### config.mk
export PLATFORM = sky130hd
export DESIGN_NAME = wide_add_sequencer
export DESIGN_NICKNAME = d
export VERILOG_FILES = /design/src/rtl/wide_add_pkg.sv /design/src/rtl/prefix_adder16bit.sv /design/src/rtl/wide_add_sequencer.sv
export SDC_FILE = /design/constraint.sdc
export NUM_CORES = 1
export LEC_CHECK = 0
export BUFFER_PORTS_ARGS = -buffer_cell sky130_fd_sc_hd__buf_2
export CORE_MARGIN = 2
export CORE_UTILIZATION = 54
export DETAILED_ROUTE_END_ITERATION = 10
export PLACE_DENSITY = 0.8
export SYNTH_ARGS = -nofsm -noshare
export SYNTH_HDL_FRONTEND = slang
export SYNTH_SLANG_ARGS = --single-unit
export TNS_END_PERCENT = 50
### constraint.sdc
create_clock -name clk -period 5.2 [get_ports clk]
set_clock_uncertainty 0.15 [all_clocks]
set_input_delay 0.52 -clock clk [delete_from_list [all_inputs] [get_ports clk]]
set_output_delay 0.52 -clock clk [all_outputs]
set_load 0.02 [all_outputs]
### src/rtl/wide_add_pkg.sv
// wide_add_pkg: shared FSM encoding and slice width for the wide add sequencer
package wide_add_pkg;
    localparam int SLICE_W = 16;
    typedef enum logic [1:0] {IDLE, RUN, DONE} wadd_state_t;
endpackage

### src/rtl/prefix_adder16bit.sv
// prefix_adder16bit: combinational 16-bit Kogge-Stone adder with carry-in
//   a, b  : addends      cin  : carry-in
//   sum   : a+b+cin      cout : carry out of bit 15
module prefix_adder16bit
    import wide_add_pkg::*;
(
    input  logic [SLICE_W-1:0] a,
    input  logic [SLICE_W-1:0] b,
    input  logic               cin,
    output logic [SLICE_W-1:0] sum,
    output logic               cout
);
    logic [4:0][SLICE_W-1:0] gk;
    logic [4:0][SLICE_W-1:0] pk;
    always_comb begin
        pk[0] = a ^ b;
        // cin folded into bit 0's generate so every prefix G[i] is the carry out of bit i
        gk[0] = (a & b) | {{(SLICE_W-1){1'b0}}, pk[0][0] & cin};
        for (int l = 0; l < 4; l++) begin
            for (int i = 0; i < SLICE_W; i++) begin
                gk[l+1][i] = gk[l][i];
                pk[l+1][i] = pk[l][i];
                if (i >= (1 << l)) begin
                    gk[l+1][i] = gk[l][i] | (pk[l][i] & gk[l][i-(1<<l)]);
                    pk[l+1][i] = pk[l][i] & pk[l][i-(1<<l)];
                end
            end
        end
    end
    assign sum  = pk[0] ^ {gk[4][SLICE_W-2:0], cin};
    assign cout = gk[4][SLICE_W-1];
endmodule

### src/rtl/wide_add_sequencer.sv
// wide_add_sequencer: multi-word add/subtract, one 16-bit slice per clock, LSW first
//   clk, rst_n (sync, active-low)
//   in_valid/in_ready : operand handshake, in_a/in_b/in_cin/in_sub operands
//   out_valid/out_ready : result handshake, out_sum/out_cout/out_ovf results
module wide_add_sequencer
    import wide_add_pkg::*;
#(
    parameter  int WORDS = 4,
    localparam int N     = SLICE_W * WORDS
) (
    input  logic         clk,
    input  logic         rst_n,
    input  logic         in_valid,
    output logic         in_ready,
    input  logic [N-1:0] in_a,
    input  logic [N-1:0] in_b,
    input  logic         in_cin,
    input  logic         in_sub,
    output logic         out_valid,
    input  logic         out_ready,
    output logic [N-1:0] out_sum,
    output logic         out_cout,
    output logic         out_ovf
);
    localparam int IW = $clog2(WORDS);
    localparam logic [IW-1:0] LAST = IW'(WORDS - 1);
    wadd_state_t          state_q;
    logic [IW-1:0]        idx_q;
    logic [N-1:0]         a_q;
    logic [N-1:0]         b_q;
    logic                 carry_q;
    logic [SLICE_W-1:0]   slice_sum;
    logic                 slice_cout;
    prefix_adder16bit u_add (
        .a    (a_q[SLICE_W*idx_q +: SLICE_W]),
        .b    (b_q[SLICE_W*idx_q +: SLICE_W]),
        .cin  (carry_q),
        .sum  (slice_sum),
        .cout (slice_cout)
    );
    assign in_ready = (state_q == IDLE) && rst_n;
    always_ff @(posedge clk) begin
        if (!rst_n) begin
            state_q   <= IDLE;
            idx_q     <= '0;
            out_valid <= 1'b0;
            out_sum   <= '0;
            out_cout  <= 1'b0;
            out_ovf   <= 1'b0;
        end else begin
            case (state_q)
                IDLE: if (in_valid) begin
                    a_q     <= in_a;
                    b_q     <= in_sub ? ~in_b : in_b;
                    carry_q <= in_sub | in_cin;
                    idx_q   <= '0;
                    state_q <= RUN;
                end
                RUN: begin
                    out_sum[SLICE_W*idx_q +: SLICE_W] <= slice_sum;
                    carry_q <= slice_cout;
                    if (idx_q == LAST) begin
                        out_cout  <= slice_cout;
                        out_ovf   <= (a_q[N-1] == b_q[N-1]) && (slice_sum[SLICE_W-1] != a_q[N-1]);
                        out_valid <= 1'b1;
                        state_q   <= DONE;
                    end else begin
                        idx_q <= idx_q + 1'b1;
                    end
                end
                DONE: if (out_ready) begin
                    out_valid <= 1'b0;
                    state_q   <= IDLE;
                end
                default: state_q <= IDLE;
            endcase
        end
    end
endmodule

==> flow_summary.ini <==
[detailed_routing]
wire_per_inst_um = 18.05
dr.pass1.iters = 5
dr.first_iter.drc_count = 471
vias_per_cell = 5.488
drc = 0
routed_wl_um = 19580
ant_nets = 0
num_vias = 5954

[setup_path]
required_ns = 5.36
arrival_ns = 4.19
criticalPathCategory = reg -> reg
reg2regPathDepth = 9
start_kind = flop
end_kind = flop
critPathMaxFanout = 28

[status]
status = finished clean

[global_routing]
grt_start_max_net_pins = 80
grt_pass1_vias = 5743
antenna_found_initial = 0
track_usage_pct = 22.80
grt_overflow_total = 0
grt_first_pass_wirelength_um = 30490

[cells_and_area]
n_antenna_cell = 0
layout_commonest_cell = buf_2
drive_gt1_share_pct = 33.53
layout_common_cells = buf_2 (200), edfxtp_1 (129), dfxtp_1 (69)
areaGrowthSynthToFinish_pct = 19.83
nets = 1009
final_cell_area_um2 = 10740

[yosys]
syn_nets = 817
yosys_warnings = 0
syn_area_um2 = 8961
avgSynthCellArea_um2 = 13.58
async_reset_ff_share_pct = 0
yosysTopAreaCellShare_pct = 43.23
synth_edf_count = 129
yosysSeqAreaShare_pct = 59.09
netlist.top_cell.by_area = edfxtp_1
ys_top_cells_by_area = edfxtp_1 (43%), dfxtp_1 (16%), mux4_2 (8.0%), xor2_1 (6.5%), a22oi_1 (3.4%)
synth_flop_cell = edfxtp_1
ys_ff_latch = 200
yosysUniqueCellTypes = 59
synthCells = 660

[clocking]
post-cts-setup-buffer-count = 0
clk_path_buf_depth = 2
htree_levels = 4
cts_resized = 0
cts-hold-fix-buffers = 0
cts_root_buf = clkbuf_16
worstSkewPairLatency_ns = 0.44
cts.sinks = 200
cts_tree = built
cts.clk_slew.worst_paths_ns = 0.08
numCtsBuffers = 17

[sta]
tightest_slew_ns = 0.9977
rsz0062_at_grt = false
fin_tns_setup_ns = 0
slew_headroom_pct = 33.48
post-route-min-period_ns = 4.029
slew_violations = 0
setup_viol = 0
fmax_mhz = 248.2
min_period_over_period_pct = 77.48
hold_viol = 0

[die]
rows = 47
core_um2 = 16410
die_w_um = 132.8
start_util_pct = 54.62
die_h_um = 132.8
ios = 202
fp.dieArea_um2 = 17640

[pwr]
p_sw_share_pct = 26.96
p_leak_nw = 4.179
cellPowerDensity_nw_per_um2 = 339.4
clkPwrFrac_pct = 35.6
internal_power_w = 0.002662
p_switching_w = 0.0009823
pwr-share-seq_pct = 49.1
p_comb_share_pct = 15.3
max-vdd-ir-drop_uv = 247.9

[hold_path]
hold_path_class = in -> reg
min_path_cells = 1

[place]
dpl_cell_area_um2 = 10160
routabilityCongestion = 0.9122
port_buffers = 201
dp_hpwl_um = 14140

[run]
cap_violations = 0
## worst paths after layout
check	start	to	slack [ns]
worst max register to register	idx_q[0]	out_ovf	1.17
worst min-delay path	in_a[45]	a_q[45]	0.1
worst max-delay path	idx_q[0]	out_ovf	1.17
worst min register to register	out_sum[14]	out_sum[14]	0.32
## cells by family after synthesis
kind of cell    Yosys count  share of synthesized area [%]
buf+inv                  42                          2.052
simple gates            153                          9.271
compound gates          134                          10.68
fa+ha+maj                23                          3.379
xor+xnor                 72                          7.037
mux                      36                          8.489
flops                   200                          59.09
## worst max-delay path: stages, from the launching register on
cell and delay, ns:
dfxtp_2 0.67, buf_4 0.53, mux4_2 0.58, ha_1 0.45, a21oi_1 0.32, o21ai_1 0.20
a211o_1 0.29, a221oi_4 0.45, nand3b_1 0.17, a31oi_1 0.07
## sequential cells by signal, indices dropped and copies added, names as in the netlist
name / cells
out_ovf: 1
out_valid: 1
carry_q: 1
b_q: 64
state_q: 2
a_q: 64
out_cout: 1
out_sum: 64
idx_q: 2
## area by class of cell
type                       instances  area [um^2]
clock buffer                      17        425.4
clock inverter                    15        155.1
fill                            1210         5669
inverter                           7        26.28
multi-input combinational        418         3485
sequential                       200         5298
tap                              220        275.3
timing repair buffer             208         1074
## cells in the mapped netlist, types with 9 or more instances
cell and number:
edfxtp_1 129, o21a_1 9, a22oi_1 40, o21ai_0 27, clkbuf_1 18, dfxtp_1 71
nor2_1 21, xor2_1 66, nand2_1 30, and2_1 16, buf_2 15, mux4_2 32
a21oi_1 16, ha_1 21, nor2b_1 40, nand3_1 17
## through the flow
step	instances	hold WS (ns)	utilization (%)	worst slack (ns)	total power [W]
2_1_floorplan	660	0.3441	-	0.3741	0.002192
3_3_place_gp	1053	0.3008	61.91	1.289	0.002367
3_5_place_dp	1053	0.3075	61.91	1.219	0.002378
4_1_cts	1085	0.08252	65.45	1.193	0.003664
5_1_grt	1085	0.08019	65.45	0.9411	0.003783
6_report	1085	0.09739	65.45	1.171	0.003644
## power by group through the flow
stage          clock (W)  combinational (W)  sequential, W
2_1_floorplan          0           0.000361        0.00183
3_3_place_gp           0           0.000544        0.00182
3_5_place_dp           0           0.000552        0.00183
4_1_cts          0.00132           0.000555        0.00179
5_1_grt          0.00138           0.000605        0.00179
6_report         0.00130           0.000558        0.00179
## per-layer routing
| layer | global-route usage [%] | up-vias | wire length, um |
|---|---|---|---|
| met1 | 33.20 | 2796 | 8801 |
| met3 | 5.517 | 21 | 1661 |
| met5 | 0 | - | 0 |
| met4 | 7.467 | 0 | 235 |
| met2 | 33.97 | 282 | 8886 |
| li1 | - | 2855 | - |
Power figures use the tool's default switching activity.
